`config.mk`:
```
export PLATFORM = sky130hd
export DESIGN_NAME = dm_arbiter
export DESIGN_NICKNAME = d
export VERILOG_FILES = /design/src/rtl/dm_arb_pkg.sv /design/src/rtl/dm_arb_pick.sv /design/src/rtl/dm_arbiter.sv
export SDC_FILE = /design/constraint.sdc
export NUM_CORES = 1
export LEC_CHECK = 0
export ABC_AREA = 1
export CAP_MARGIN = 15
export CORE_ASPECT_RATIO = 0.7
export CORE_UTILIZATION = 45
export DETAILED_ROUTE_END_ITERATION = 7
export PLACE_DENSITY = 0.89
export SYNTH_ARGS = -nofsm -noshare
export SYNTH_HDL_FRONTEND = slang
export SYNTH_SLANG_ARGS = --single-unit
```
`constraint.sdc`:
```
create_clock -name clk -period 1.97 [get_ports clk]
set_input_delay 0.197 -clock clk [delete_from_list [all_inputs] [get_ports clk]]
set_output_delay 0.197 -clock clk [all_outputs]
set_load 0.03 [all_outputs]
```
`src/rtl/dm_arb_pkg.sv`:
```
`default_nettype none
// +----------------------------------------------------------------------------+
// | Module      : dm_arb_pkg                                                    |
// | Description : Shared types and constants for the data-memory arbiter:      |
// |               FSM state encoding, owner encodings and datapath widths.      |
// | Revision    : 1.0 - initial release                                         |
// +----------------------------------------------------------------------------+
package dm_arb_pkg;

    localparam int DM_ADDR_W = 8;
    localparam int DM_DATA_W = 32;

    // Owner encodings: which requester holds (or last held) the RAM.
    localparam logic OWN_CPU = 1'b0;
    localparam logic OWN_DBG = 1'b1;

    typedef enum logic [1:0] {
        ST_IDLE = 2'd0,
        ST_ACC  = 2'd1,
        ST_DONE = 2'd2
    } dm_state_e;

endpackage : dm_arb_pkg
`default_nettype wire

```
`src/rtl/dm_arb_pick.sv`:
```
`default_nettype none
// +----------------------------------------------------------------------------+
// | Module      : dm_arb_pick                                                   |
// | Description : Combinational grant selection between the CPU and the        |
// |               loader/debug port.                                            |
// |               Build option DM_ARB_RR_EN: when defined, a tie is granted to  |
// |               the port that is not the current owner (round-robin); when    |
// |               undefined, a tie always goes to the CPU (fixed priority).     |
// | Ports       : cpu_req, dbg_req  - pending requests                          |
// |               owner             - current/last grantee                      |
// |               grant_valid       - at least one request pending              |
// |               grant_owner       - selected port (OWN_CPU / OWN_DBG)         |
// | Revision    : 1.0 - initial release                                         |
// +----------------------------------------------------------------------------+
module dm_arb_pick
    import dm_arb_pkg::*;
(
    input  logic cpu_req,
    input  logic dbg_req,
    input  logic owner,
    output logic grant_valid,
    output logic grant_owner
);

`ifndef DM_ARB_RR_EN
    // Fixed priority never looks at the previous owner.
    logic w_unused_owner;
    assign w_unused_owner = owner;
`endif

    always_comb begin
        grant_valid = cpu_req | dbg_req;
        grant_owner = OWN_CPU;
        if (cpu_req && dbg_req) begin
`ifdef DM_ARB_RR_EN
            grant_owner = ~owner;
`else
            grant_owner = OWN_CPU;
`endif
        end else if (dbg_req) begin
            grant_owner = OWN_DBG;
        end
    end

endmodule : dm_arb_pick
`default_nettype wire

```
`src/rtl/dm_arbiter.sv`:
```
`default_nettype none
// +----------------------------------------------------------------------------+
// | Module      : dm_arbiter                                                    |
// | Description : Two-port arbiter in front of a single-port data RAM with a   |
// |               combinational read path. Each access takes exactly three     |
// |               cycles: IDLE (grant + latch), ACC (RAM strobe), DONE (ack).   |
// |               Build option DM_ARB_RR_EN selects round-robin tie-breaking    |
// |               (see dm_arb_pick); default is fixed CPU priority.             |
// | Ports       : clk, clr (sync, active-high)                                  |
// |               cpu_*  - MEM-stage request/ack/read data/stall                |
// |               dbg_*  - loader/debug request/ack/read data                   |
// |               ram_*  - RAM strobe, direction, address, data                 |
// |               owner  - current/last grantee (0=CPU, 1=DBG)                  |
// | Revision    : 1.0 - initial release                                         |
// +----------------------------------------------------------------------------+
module dm_arbiter
    import dm_arb_pkg::*;
(
    input  logic                 clk,
    input  logic                 clr,

    input  logic                 cpu_req,
    input  logic                 cpu_we,
    input  logic [DM_ADDR_W-1:0] cpu_addr,
    input  logic [DM_DATA_W-1:0] cpu_wdata,
    output logic                 cpu_ack,
    output logic [DM_DATA_W-1:0] cpu_rdata,
    output logic                 cpu_stall,

    input  logic                 dbg_req,
    input  logic                 dbg_we,
    input  logic [DM_ADDR_W-1:0] dbg_addr,
    input  logic [DM_DATA_W-1:0] dbg_wdata,
    output logic                 dbg_ack,
    output logic [DM_DATA_W-1:0] dbg_rdata,

    output logic                 ram_cs,
    output logic                 ram_rd,
    output logic [DM_ADDR_W-1:0] ram_addr,
    output logic [DM_DATA_W-1:0] ram_wdata,
    input  logic [DM_DATA_W-1:0] ram_rdata,

    output logic                 owner
);

    dm_state_e              r_state;
    dm_state_e              w_state_nxt;

    logic                   r_owner;
    logic                   r_we;
    logic [DM_ADDR_W-1:0]   r_addr;
    logic [DM_DATA_W-1:0]   r_wdata;
    logic [DM_DATA_W-1:0]   r_cpu_rdata;
    logic [DM_DATA_W-1:0]   r_dbg_rdata;

    logic                   w_grant_valid;
    logic                   w_grant_owner;

    dm_arb_pick u_pick (
        .cpu_req     (cpu_req),
        .dbg_req     (dbg_req),
        .owner       (r_owner),
        .grant_valid (w_grant_valid),
        .grant_owner (w_grant_owner)
    );

    // ------------------------------------------------------------------
    // FSM state register
    // ------------------------------------------------------------------
    always_ff @(posedge clk) begin
        if (clr) begin
            r_state <= ST_IDLE;
        end else begin
            r_state <= w_state_nxt;
        end
    end

    // ------------------------------------------------------------------
    // Next state and Moore outputs. Requests are only sampled in IDLE, so a
    // req still high during DONE can never be serviced twice.
    // ------------------------------------------------------------------
    always_comb begin
        w_state_nxt = r_state;
        ram_cs      = 1'b0;
        cpu_ack     = 1'b0;
        dbg_ack     = 1'b0;
        case (r_state)
            ST_IDLE: begin
                if (w_grant_valid) begin
                    w_state_nxt = ST_ACC;
                end
            end
            ST_ACC: begin
                ram_cs      = 1'b1;
                w_state_nxt = ST_DONE;
            end
            ST_DONE: begin
                cpu_ack     = (r_owner == OWN_CPU);
                dbg_ack     = (r_owner == OWN_DBG);
                w_state_nxt = ST_IDLE;
            end
            default: begin
                w_state_nxt = ST_IDLE;
            end
        endcase
    end

    // ------------------------------------------------------------------
    // Request latches and per-port read-data registers. The winner's
    // command is frozen at grant time so later input changes on that port
    // cannot disturb the access in flight.
    // ------------------------------------------------------------------
    always_ff @(posedge clk) begin
        if (clr) begin
            r_owner     <= OWN_CPU;
            r_we        <= 1'b0;
            r_addr      <= '0;
            r_wdata     <= '0;
            r_cpu_rdata <= '0;
            r_dbg_rdata <= '0;
        end else begin
            if ((r_state == ST_IDLE) && w_grant_valid) begin
                r_owner <= w_grant_owner;
                if (w_grant_owner == OWN_DBG) begin
                    r_we    <= dbg_we;
                    r_addr  <= dbg_addr;
                    r_wdata <= dbg_wdata;
                end else begin
                    r_we    <= cpu_we;
                    r_addr  <= cpu_addr;
                    r_wdata <= cpu_wdata;
                end
            end
            // Read data is captured at the edge that closes ACC; writes
            // leave the previous read value untouched.
            if ((r_state == ST_ACC) && !r_we) begin
                if (r_owner == OWN_DBG) begin
                    r_dbg_rdata <= ram_rdata;
                end else begin
                    r_cpu_rdata <= ram_rdata;
                end
            end
        end
    end

    assign ram_rd    = ~r_we;
    assign ram_addr  = r_addr;
    assign ram_wdata = r_wdata;
    assign cpu_rdata = r_cpu_rdata;
    assign dbg_rdata = r_dbg_rdata;
    assign owner     = r_owner;
    assign cpu_stall = cpu_req & ~cpu_ack;

endmodule : dm_arbiter
`default_nettype wire

```
==> load_flow_metrics.sql <==
INSERT INTO impl_metrics (metric_group, metric, value, unit) VALUES
('setup_path', 'library_cell_contributing_the_largest_single_delay_on_the_critical_path', 'clkdlybuf4s50_1', ''),
('setup_path', 'critical_path_class', 'reg -> out', ''),
('timing', 'final.setup.tns', '0', 'ns'),
('power_and_ir_drop', 'peakVddDrop', '0.000454', 'V'),
('yosys', 'post-synth-top-area-cell', 'dfxtp_1', ''),
('setup_path', 'critical_path_buf_inv_count', '1', ''),
('yosys', 'postSynth.topFlopCell', 'dfxtp_1', ''),
('global_routing', 'initial_antenna_violation_count', '0', ''),
('setup_path', 'critPathLaunchType', 'flip-flop', ''),
('drt', 'detailedRoute.firstPassIterationCount', '5', ''),
('place', 'dp_hpwl', '10000', 'um'),
('floorplan', 'die_w', '128', 'um'),
('drt', 'route.detailed.vias_per_inst', '4.70', ''),
('yosys', 'syn_area', '5030', 'um2'),
('power_and_ir_drop', 'total_leakage_power', '3.51', 'nW'),
('power_and_ir_drop', 'power.share.switching', '31.4', '%'),
('yosys', 'synth.top_cells.by_area', 'dfxtp_1 (43%), nand2_1 (20%), nor2_1 (16%)', ''),
('yosys', 'ys_types', '19', ''),
('layout', 'final_util', '72.3', '%'),
('worst_hold_path', 'hp-class', 'reg -> reg', ''),
('yosys', 'synth-seq-cells', '108', ''),
('floorplan', 'floorplan.rows', '31', ''),
('setup_path', 'timing.critical_path.fanout_max', '2', ''),
('global_routing', 'grt_start_max_net_pins', '82', ''),
('place', 'place.gp.congestion', '0.756', ''),
('clock_tree', 'clock_path_buffers', '2', ''),
('floorplan', 'ios', '228', ''),
('power_and_ir_drop', 'p_comb_share', '29.2', '%'),
('drt', 'ant_nets', '0', ''),
('layout', 'ff_latch_area', '2160', 'um2'),
('power_and_ir_drop', 'reg_power_share', '40.7', '%'),
('timing', 'finalHoldViolCount', '0', ''),
('yosys', 'synth.yosys.warnings', '0', ''),
('setup_path', 'timing.critical_path.slowest_cell_delay', '0.72', 'ns'),
('place', 'count_of_buffers_inserted_at_the_top_level_ports', '227', ''),
('layout', 'fillers', '891', ''),
('global_routing', 'grt_usage', '25.8', '%'),
('floorplan', 'die_h', '90.5', 'um'),
('timing', 'final.min_clock_period', '1.60', 'ns'),
('global_routing', 'first_pass_grt_wire_length', '24000', 'um'),
('layout', 'post_route_cells_drive_above_1_share', '4.08', '%'),
('clock_tree', 'tritoncts', 'done', ''),
('drt', 'wl', '14700', 'um'),
('timing', 'fin_skew', '0.00840', 'ns'),
('yosys', 'sequential_area_share_after_synthesis', '42.9', '%'),
('layout', 'multi_input_comb_area', '2300', 'um2'),
('clock_tree', 'cts.sinks', '108', ''),
('floorplan', 'design.core.area', '10600', 'um2'),
('drt', 'drc_errors', '0', ''),
('setup_path', 'arrival', '1.41', 'ns'),
('yosys', 'syn_inst', '803', ''),
('timing', 'setup_viol', '0', ''),
('clock_tree', 'root_buffer', 'clkbuf_16', ''),
('power_and_ir_drop', 'relative_contribution_of_the_clock_network_to_total_power', '30.2', '%'),
('layout', 'area_growth', '52.6', '%'),
('yosys', 'synthDominantCellAreaShare', '42.9', '%'),
('floorplan', 'initial_core_util', '47.4', '%'),
('timing', 'max_freq', '624', 'MHz'),
('setup_path', 'crit_path_cell_trace', 'clkdlybuf4s50_1', ''),
('yosys', 'post_synthesis_area_per_instance', '6.27', 'um2'),
('clock_tree', 'total_cts_buffers', '9', ''),
('setup_path', 'type_of_destination_of_the_critical_path', 'primary output', ''),
('drt', 'dr_total_vias', '5417', ''),
('clock_tree', 'worst_setup_hold_path_clk_slew', '0.07', 'ns'),
('yosys', 'synth_fp_nets', '921', ''),
('run_status', 'status', 'finished, final reports clean', ''),
('place', 'placedInstanceArea', '7380', 'um2'),
('clock_tree', 'cts_max_level', '3', ''),
('power_and_ir_drop', 'p_sw', '1.90', 'mW'),
('timing', 'finalMaxSlewViolations', '0', ''),
('yosys', 'synth_edf_count', '0', '');
path summary, 6_finish.rpt:
path	endpoint	from	slack [ns]	cells after the start
max	cpu_rdata[14]	cpu_rdata[14]$_SDFFE_PP0P_	0.37	1
max reg2reg	cpu_rdata[14]$_SDFFE_PP0P_	owner$_SDFFE_PP0P_	0.50	5
min	cpu_rdata[18]$_SDFFE_PP0P_	cpu_rdata[18]$_SDFFE_PP0P_	0.48	2
min reg2reg	cpu_rdata[18]$_SDFFE_PP0P_	cpu_rdata[18]$_SDFFE_PP0P_	0.48	2
cell type report:
cell class	count	share of cell area, %
tap	148	2.41
clock buffer	11	3.16
clock inverter	5	0.765
sequential	108	28.1
inverter	80	3.92
timing repair buffer	240	31.7
multi-input combinational	560	29.9
cells in the final DEF (no fill, tap or decap):
master           netlist  routed
a21oi_1                1       1
buf_12                 0       6
buf_4                  7      12
bufinv_16              0       1
clkbuf_1              12       1
clkbuf_16              0       9
clkbuf_8               0       1
clkdlybuf4s50_1        0     221
clkinv_2               0       2
clkinvlp_4             0       2
dfxtp_1              108     108
dlymetal6s2s_1         0       1
inv_1                 77      77
inv_2                  2       2
inv_6                  0       1
nand2_1              273     273
nand3_1                1       1
nand4_1               64      64
nor2_1               215     214
nor2_2                 2       2
nor2_4                 1       2
nor3_1                 1       1
o21ai_0                1       1
o21ai_4                0       1
timing repair:
item                                    4_1_cts  5_1_grt
buffers inserted                              0        0
endpoints found under the setup margin        0        1
resized for setup                             0        1
hold buffers                                  0        0
stage by stage:
stage / std cells / power (mW) / hold slack [ns] / worst slack [ns]
2_1_floorplan: 803 / 3.52 / 0.266 / 0.358
3_3_place_gp: 1136 / 4.24 / 0.460 / 0.422
3_5_place_dp: 1136 / 4.27 / 0.471 / 0.357
4_1_cts: 1152 / 6.10 / 0.485 / 0.0625
5_1_grt: 1152 / 6.35 / 0.507 / 0.281
6_report: 1152 / 6.05 / 0.484 / 0.367
metal layers:
metal  global-route usage (%)  routed length [um]  part of all wire [%]  vias to the layer above
met1                     32.0                6430                    44                     2395
met3                     8.53                1390                   9.5                       17
met2                     42.8                6640                    45                      191
li1                         -                   -                     -                     2814
met4                     6.76                 210                   1.4                        0
met5                        0                   0                     0                        -
Yosys cell counts (2+ instances only):
library cell  number
nand2_1          273
nor2_1           215
dfxtp_1          108
inv_1             77
nand4_1           64
buf_2             26
clkbuf_1          12
buf_1              7
buf_4              7
buf_6              3
inv_2              2
nor2_2             2
state kept, by name, summed over array words and instances, names as in the netlist:
| register | cells |
|---|---|
| cpu_rdata | 32 |
| dbg_rdata | 32 |
| ram_wdata | 32 |
| ram_addr | 8 |
| r_state | 2 |
| owner | 1 |
| r_we | 1 |
power by group through the flow:
stage,clock network [mW],logic (mW),registers [mW]
after global placement,0,1.74,2.50
after floorplan,0,0.675,2.85
after CTS,1.87,1.77,2.46
final,1.82,1.76,2.46
after global routing,1.95,1.92,2.48
after detailed placement,0,1.76,2.51
cell families (layout without fill, tap and decap cells):
logic type / after synthesis / after routing / synth area share, %
compound gates: 3 / 3 / 0.373
flops: 108 / 108 / 42.9
simple gates: 557 / 557 / 45.0
buf+inv: 135 / 336 / 11.7
Power figures use the tool's default switching activity.
